### config.mk
export PLATFORM = sky130hd
export DESIGN_NAME = mux_n_skid
export DESIGN_NICKNAME = d
export VERILOG_FILES = /design/src/rtl/mux_n_skid.sv
export SDC_FILE = /design/constraint.sdc
export NUM_CORES = 1
export LEC_CHECK = 0
export ABC_CLOCK_PERIOD_IN_PS = 2300
export CAP_MARGIN = 20
export CORE_ASPECT_RATIO = 0.5
export CORE_MARGIN = 4
export CORE_UTILIZATION = 38
export CTS_CLUSTER_DIAMETER = 80
export DETAILED_ROUTE_END_ITERATION = 8
export PLACE_DENSITY = 0.69
export SYNTH_ARGS = -nofsm -noshare
export SYNTH_HDL_FRONTEND = slang
export SYNTH_SLANG_ARGS = --single-unit
### constraint.sdc
create_clock -name clk -period 2.3 [get_ports clk]
set_clock_uncertainty 0.2 [all_clocks]
set_input_delay 0.23 -clock clk [delete_from_list [all_inputs] [get_ports clk]]
set_output_delay 0.23 -clock clk [all_outputs]
set_load 0.005 [all_outputs]
### src/rtl/mux_n_skid.sv
// N:1 operand selector with a registered output and a 2-entry skid buffer.
// Out-of-range selects yield zero and bump a saturating error counter.
module mux_n_skid #(
  parameter int unsigned WIDTH = 32,
  parameter int unsigned N     = 3,
  parameter int unsigned SEL_W = 2,
  parameter int unsigned ERR_W = 8
) (
  input  logic               clk,
  input  logic               rst_n,
  input  logic [N*WIDTH-1:0] data_in,
  input  logic [SEL_W-1:0]   sel,
  input  logic               in_valid,
  output logic               in_ready,
  output logic [WIDTH-1:0]   out_data,
  output logic [SEL_W-1:0]   out_sel,
  output logic               out_valid,
  input  logic               out_ready,
  output logic [ERR_W-1:0]   err_count,
  input  logic               err_clr
);

  // Encoding is {main_v, skid_v} so both valid bits come straight from flops.
  typedef enum logic [1:0] {
    StEmpty = 2'b00,
    StOne   = 2'b10,
    StFull  = 2'b11
  } state_e;

  state_e             state_q, state_d;
  logic [WIDTH-1:0]   main_data_q, main_data_d;
  logic [SEL_W-1:0]   main_sel_q, main_sel_d;
  logic [WIDTH-1:0]   skid_data_q, skid_data_d;
  logic [SEL_W-1:0]   skid_sel_q, skid_sel_d;
  logic [ERR_W-1:0]   err_q, err_d;

  logic [WIDTH-1:0]   mux_data;
  logic               sel_oor;
  logic               accept;
  logic               pop;

  // A select matching no input index is out of range (sel >= N).
  always_comb begin
    mux_data = '0;
    sel_oor  = 1'b1;
    for (int unsigned i = 0; i < N; i++) begin
      if (sel == SEL_W'(i)) begin
        mux_data = data_in[i*WIDTH +: WIDTH];
        sel_oor  = 1'b0;
      end
    end
  end

  assign in_ready  = ~state_q[0];
  assign out_valid = state_q[1];
  assign out_data  = main_data_q;
  assign out_sel   = main_sel_q;
  assign err_count = err_q;

  assign accept = in_valid & in_ready;
  assign pop    = out_valid & out_ready;

  always_comb begin
    state_d     = state_q;
    main_data_d = main_data_q;
    main_sel_d  = main_sel_q;
    skid_data_d = skid_data_q;
    skid_sel_d  = skid_sel_q;
    unique case (state_q)
      StEmpty: begin
        if (accept) begin
          main_data_d = mux_data;
          main_sel_d  = sel;
          state_d     = StOne;
        end
      end
      StOne: begin
        if (accept && pop) begin
          main_data_d = mux_data;
          main_sel_d  = sel;
        end else if (accept) begin
          skid_data_d = mux_data;
          skid_sel_d  = sel;
          state_d     = StFull;
        end else if (pop) begin
          state_d = StEmpty;
        end
      end
      StFull: begin
        if (pop) begin
          main_data_d = skid_data_q;
          main_sel_d  = skid_sel_q;
          state_d     = StOne;
        end
      end
      default: state_d = StEmpty;
    endcase
  end

  // Clear wins over a same-cycle increment.
  always_comb begin
    err_d = err_q;
    if (err_clr) begin
      err_d = '0;
    end else if (accept && sel_oor && (err_q != {ERR_W{1'b1}})) begin
      err_d = err_q + ERR_W'(1);
    end
  end

  always_ff @(posedge clk or negedge rst_n) begin
    if (!rst_n) begin
      state_q     <= StEmpty;
      main_data_q <= '0;
      main_sel_q  <= '0;
      skid_data_q <= '0;
      skid_sel_q  <= '0;
      err_q       <= '0;
    end else begin
      state_q     <= state_d;
      main_data_q <= main_data_d;
      main_sel_q  <= main_sel_d;
      skid_data_q <= skid_data_d;
      skid_sel_q  <= skid_sel_d;
      err_q       <= err_d;
    end
  end

endmodule

==> impl_metrics.tcl, run 1 <==
set metrics [dict create \
    post-route-drc-count 0 \
    post-place-ws_ns 0.04986 \
    placed_area_um2 6081 \
    timing.setup.critical_path_class "flop to flop" \
    grt_setup_unrepaired "no" \
    wirelength_um 10580 \
    gr-total-overflow 0 \
    end_kind "flop" \
    tns_ns 0 \
    number_of_setup_buffers_added_after_cts 0 \
    cp.buffers_inverters 2 \
    timing.critical_path.arrival_ns 2.17 \
    flow.area_growth_from_synthesis_pct 46.20 \
    synthDistinctLibCells 37 \
    r2r_end "out_data[16]" \
    initial_utilization_pct 39.28 \
    gpl.final_weighted_congestion 0.7964 \
    worst-slew-pin-transition_ns 0.5001 \
    final_min_period_over_clock_period_pct 94.05 \
    post_route_cells_drive_above_1_share_pct 30.35 \
    max_cap_violations 0 \
    tritoncts "done" \
    synth_sequential_area_ratio_pct 44.71 \
    grt_pass1_vias 3374 \
    detailed_place_hpwl_um 7929 \
    cts_inserted_buffers 9 \
    cp_slowest_stage_delay_ns 0.45 \
    r2r-start "state_q[0]" \
    final_design_area_no_fill_um2 6382 \
    vias_per_cell 4.965 \
    worst_path_max_fanout 20 \
    largest_net_degree_at_the_start_of_global_routing 38 \
    power.density_cell_area_nw_per_um2 1045 \
    drtPass1Iterations 4 \
    route.antenna.remaining_nets 0 \
    worst_slack_ns 0.1370 \
    slew_violations 0 \
    path_clk_slew_ns 0.06 \
    dieArea_um2 13370 \
    setup.worst_path.start_class "flop" \
    route.detailed.wl_per_inst_um 16.90 \
    grt_antenna_before_repair 0 \
    cts.sink_count 78 \
    dp_cells 609 \
    max-clock-path-buffers 2 \
    fp.dieW_um 159.6 \
    status "finished, final reports clean" \
    max_freq_ghz 0.4623 \
    min-delay-path-class "primary input to asynchronous set/reset pin" \
    finalHoldWorstSlack_ns 0.2037 \
    io_pins 147 \
    antenna-diode-count 0 \
    track_usage_pct 16.24 \
    cts_root_buf "sky130_fd_sc_hd__clkbuf_16" \
    synth_edf_count 0 \
    r2r_setup_slack_ns 0.14 \
    postSynthAreaPerCell_um2 13.47 \
    synth.ff_latch_count 78 \
    postSynthCellCount 324 \
    fin_util_pct 57.42 \
    yosys_warnings 0 \
    die_h_um 83.79 \
    worstSkewPairLatency_ns 0.33 \
    finalNonFillerCells 626 \
    dr_total_vias 3108 \
    worst-r2r-cell-count 7 \
    ir_drop_worst_case_vdd_v 0.0004234 \
    core_rows 27 \
    number_of_failing_setup_endpoints_in_the_final_timing_report 0 \
    grt_first_pass_wirelength_um 17450 \
    design.final.nets 585 \
    io_buffer_count 146 \
    cts-htree-levels 3 \
    power.leakage_nw 2.822 \
    cp_top_family "simple AND/OR/NAND/NOR gates" \
    drt_iter0_markers 81 \
    timing.final.hold_violations 0 \
    syn-cell-area_um2 4365 \
    cp_cell_sequence "inv_1, ha_1, nor2_1, a41oi_1, or2_2, buf_12, mux2_4" \
    synthArstFlopShare_pct 100.0 \
    crit_required_ns 2.31 \
    slew_headroom_pct 66.66 \
    slowest_stage_cell_cp "sky130_fd_sc_hd__dfrtp_2" \
    yosys_most_used_dff "sky130_fd_sc_hd__dfrtp_1" \
    final_period_minus_worst_setup_slack_ns 2.163 \
    coreArea_um2 11110 \
    postSynthNetCount 433 \
    power_mw 6.671 \
]
==> sequential cells by signal, summed over array words and instances, names as in the netlist <==
register / cells
skid_data_q: 32
skid_sel_q: 2
err_count: 8
state_q: 2
out_data: 32
out_sel: 2
==> logic make-up after synthesis <==
kind of cell               synth area share (%)
AOI/OAI and AO/OA                         8.685
xor gates and xnor gates                  1.204
adders and majority gates                 1.720
buffers and inverters                     3.755
DFF                                       44.71
muxes                                     36.97
and+or+nand+nor                           2.953
==> layout make-up <==
class / instances / area [um2]
Clock inverter: 7 / 65.06
Sequential cell: 78 / 1953
Timing Repair Buffer: 165 / 1687
Inverter: 3 / 11.26
Multi-Input combinational cell: 219 / 2260
Fill cell: 933 / 4732
Clock buffer: 9 / 225.2
Tap cell: 145 / 181.4
==> synth_stat cells (2+ instances only) <==
cell	n	area share (%)
sky130_fd_sc_hd__mux2i_1	33	7.6
sky130_fd_sc_hd__dfrtp_1	78	45
sky130_fd_sc_hd__buf_2	8	0.92
sky130_fd_sc_hd__and3_1	2	0.29
sky130_fd_sc_hd__xor2_1	5	1.0
sky130_fd_sc_hd__ha_1	6	1.7
sky130_fd_sc_hd__inv_1	3	0.26
sky130_fd_sc_hd__nand2_1	3	0.26
sky130_fd_sc_hd__o2bb2ai_1	32	6.4
sky130_fd_sc_hd__nand3_1	2	0.23
sky130_fd_sc_hd__clkbuf_1	5	0.43
sky130_fd_sc_hd__mux2_4	30	10
sky130_fd_sc_hd__a21oi_1	2	0.23
sky130_fd_sc_hd__nor2_1	8	0.69
sky130_fd_sc_hd__nor2b_1	2	0.29
sky130_fd_sc_hd__mux2_2	72	19
sky130_fd_sc_hd__o211ai_1	3	0.52
sky130_fd_sc_hd__buf_1	4	0.34
sky130_fd_sc_hd__buf_6	7	1.8
sky130_fd_sc_hd__mux2_1	2	0.52
==> cells in the final DEF, fill, tap and decap left out, drive strengths merged, types with 2 or more instances in the layout <==
master	count
inv	3
o211ai	3
clkinv	4
buf	20
clkinvlp	2
nand2	4
a21oi	2
or2	2
xor2	5
clkbuf	9
mux2i	33
o2bb2ai	32
mux2	104
nor2b	2
and3	2
clkdlybuf4s50	144
nor2	8
nand3	2
ha	6
dfrtp	78
==> power by group <==
part	internal (mW)	leakage [nW]	switching [mW]	total [mW]
clock network	0.832	0.141	0.540	1.37
logic	2.01	1.70	1.03	3.05
registers	1.96	0.985	0.296	2.25
total	4.80	2.82	1.87	6.67
==> worst max-delay path by stage <==
stage,cells after the start,start,endpoint,slack (ns)
6_report,7,state_q[0],out_data[16],0.14
2_1_floorplan,5,state_q[1],out_data[0],0.12
4_1_cts,7,state_q[0],out_data[6],0.07
3_3_place_gp,6,out_ready,out_data[14],0.08
3_5_place_dp,6,out_ready,out_data[19],0.05
5_1_grt,7,state_q[0],out_data[10],0.04
==> layer usage <==
layer / track usage [%] / wire (um)
met3: 4.835 / 382
met1: 20.17 / 4764
met4: 3.228 / 36
met5: 0 / 0
met2: 28.26 / 5397
==> repair_timing <==
action,4_1_cts,5_1_grt
hold buffers,1,0
endpoints found under the setup margin,0,16
hold endpoints to repair,34,0
gates resized for setup,0,1
No activity file was read; power rests on OpenSTA's default activity.
==> run 2: changes to the inputs <==
--- a/config.mk
+++ b/config.mk
@@ -7,7 +7,7 @@
 export LEC_CHECK = 0
 export ABC_CLOCK_PERIOD_IN_PS = 2300
 export CAP_MARGIN = 20
-export CORE_ASPECT_RATIO = 0.5
+export CORE_ASPECT_RATIO = 1.5
 export CORE_MARGIN = 4
 export CORE_UTILIZATION = 38
 export CTS_CLUSTER_DIAMETER = 80
==> impl_metrics.tcl, run 2 (synthesized netlist as in run 1, its figures left out) <==
set metrics [dict create \
    post-place-ws_ns 0.04847 \
    cp_cell_sequence "inv_1, ha_1, nor2_2, a41oi_1, or2_2, buf_12, mux2_4" \
    number_of_failing_setup_endpoints_in_the_final_timing_report 0 \
    mostFrequentLayoutCell "sky130_fd_sc_hd__clkdlybuf4s50_1" \
    design.final.nets 584 \
    track_usage_pct 16.38 \
    worstSkewPairLatency_ns 0.33 \
    final_period_minus_worst_setup_slack_ns 2.171 \
    path_clk_slew_ns 0.06 \
    cp.buffers_inverters 2 \
    switching_fraction_pct 27.40 \
    route.antenna.remaining_nets 0 \
    grt_antenna_before_repair 0 \
    dieArea_um2 13300 \
    detailed_place_hpwl_um 7939 \
    cp_slowest_stage_delay_ns 0.42 \
    io_pins 147 \
    slew_violations 0 \
    route.detailed.wl_per_inst_um 17.26 \
    min-delay-path-class "primary input to asynchronous set/reset pin" \
    slew_headroom_pct 60.70 \
    cts_inserted_buffers 9 \
    cts.sink_count 78 \
    drtPass1Iterations 5 \
    worst_slack_ns 0.1290 \
    power.density_cell_area_nw_per_um2 1075 \
    post-route-drc-count 0 \
    die_h_um 139.3 \
    timing.final.hold_violations 0 \
    total_switching_power_mw 1.890 \
    grt_setup_unrepaired "no" \
    cp_top_family "simple AND/OR/NAND/NOR gates" \
    slowest_stage_cell_cp "sky130_fd_sc_hd__dfrtp_2" \
    timing.setup.critical_path_class "flop to flop" \
    power.leakage_nw 2.836 \
    gpl.final_weighted_congestion 0.7770 \
    layout.cells.most_common_list "sky130_fd_sc_hd__clkdlybuf4s50_1, sky130_fd_sc_hd__dfrtp_1, sky130_fd_sc_hd__mux2_2" \
    core_rows 47 \
    worst_path_max_fanout 28 \
    max_cap_violations 0 \
    largest_net_degree_at_the_start_of_global_routing 46 \
    max-clock-path-buffers 2 \
    fp.dieW_um 95.52 \
    max_freq_ghz 0.4606 \
    tritoncts "done" \
    dr_total_vias 3184 \
    gr-total-overflow 0 \
    post_route_cells_drive_above_1_share_pct 30.63 \
    drt_iter0_markers 62 \
    cts-htree-levels 3 \
    grt_first_pass_wirelength_um 16880 \
    grt_pass1_vias 3387 \
    crit_required_ns 2.31 \
    sequentialPowerShare_pct 33.1 \
    worst-slew-pin-transition_ns 0.5896 \
    io_buffer_count 146 \
    status "finished, final reports clean" \
    wirelength_um 10820 \
    setup.worst_path.start_class "flop" \
    cellInternalPower_mw 5.006 \
    end_kind "flop" \
    coreArea_um2 11110 \
    initial_utilization_pct 39.28 \
    finalNonFillerCells 627 \
    fin_util_pct 57.71 \
    dp_cells 609 \
    vias_per_cell 5.078 \
    power.clock.fraction_pct 22.7 \
    cts_root_buf "sky130_fd_sc_hd__clkbuf_16" \
    timing.critical_path.arrival_ns 2.18 \
    final_min_period_over_clock_period_pct 94.39 \
    ir_drop_worst_case_vdd_v 0.0005099 \
    power_frac_comb_pct 44.2 \
    tns_ns 0 \
    flow.area_growth_from_synthesis_pct 46.92 \
    antenna-diode-count 0 \
    finalHoldWorstSlack_ns 0.2668 \
]
-- run 2: worst paths after layout --
kind,from,endpoint,slack (ns),cells after the start
max,state_q[1],out_data[12],0.13,7
min,rst_n,out_data[0],0.27,2
max reg2reg,state_q[1],out_data[12],0.13,7
min reg2reg,skid_data_q[4],skid_data_q[4],0.30,1
max in group asynchronous,rst_n,out_data[30],1.04,3
min in group clk,skid_data_q[4],skid_data_q[4],0.30,1
-- run 2: per-stage QoR --
stage | power (mW) | area (um2)
after floorplan | 4.123 | 4365
after global placement | 5.250 | 6056
after detailed placement | 5.356 | 6056
after CTS | 6.956 | 6401
after global routing | 7.284 | 6414
final | 6.895 | 6414
-- run 2: metal layers --
metal / wire [um] / global-route usage, % / up-vias
met5: 0 / 0 / -
met4: 157 / 5.172 / 0
met3: 659 / 4.266 / 12
met2: 5870 / 29.16 / 88
met1: 4134 / 18.77 / 1581
li1: - / - / 1503
-- run 2: area by class of cell --
cell class                 instances  area (um2)
inverter                           3       11.26
timing repair buffer             164        1667
multi-input combinational        219        2262
tap                              147       183.9
fill                             909        4701
clock inverter                     3       65.06
sequential                        78        1954
clock buffer                      13       270.3
-- run 2: power groups by stage --
stage | Combinational, mW | Sequential [mW] | Clock, mW
after floorplan | 1.89 | 2.24 | 0
after global placement | 2.98 | 2.27 | 0
after detailed placement | 3.07 | 2.28 | 0
after CTS | 3.08 | 2.28 | 1.60
after global routing | 3.27 | 2.35 | 1.66
final | 3.05 | 2.28 | 1.57
-- run 2: repair_timing --
item                                    4_1_cts  5_1_grt
endpoints found under the setup margin        0       34
hold buffers                                  1        0
hold endpoints to repair                     44        0
buffers inserted                              0        1
resized for setup                             0        4
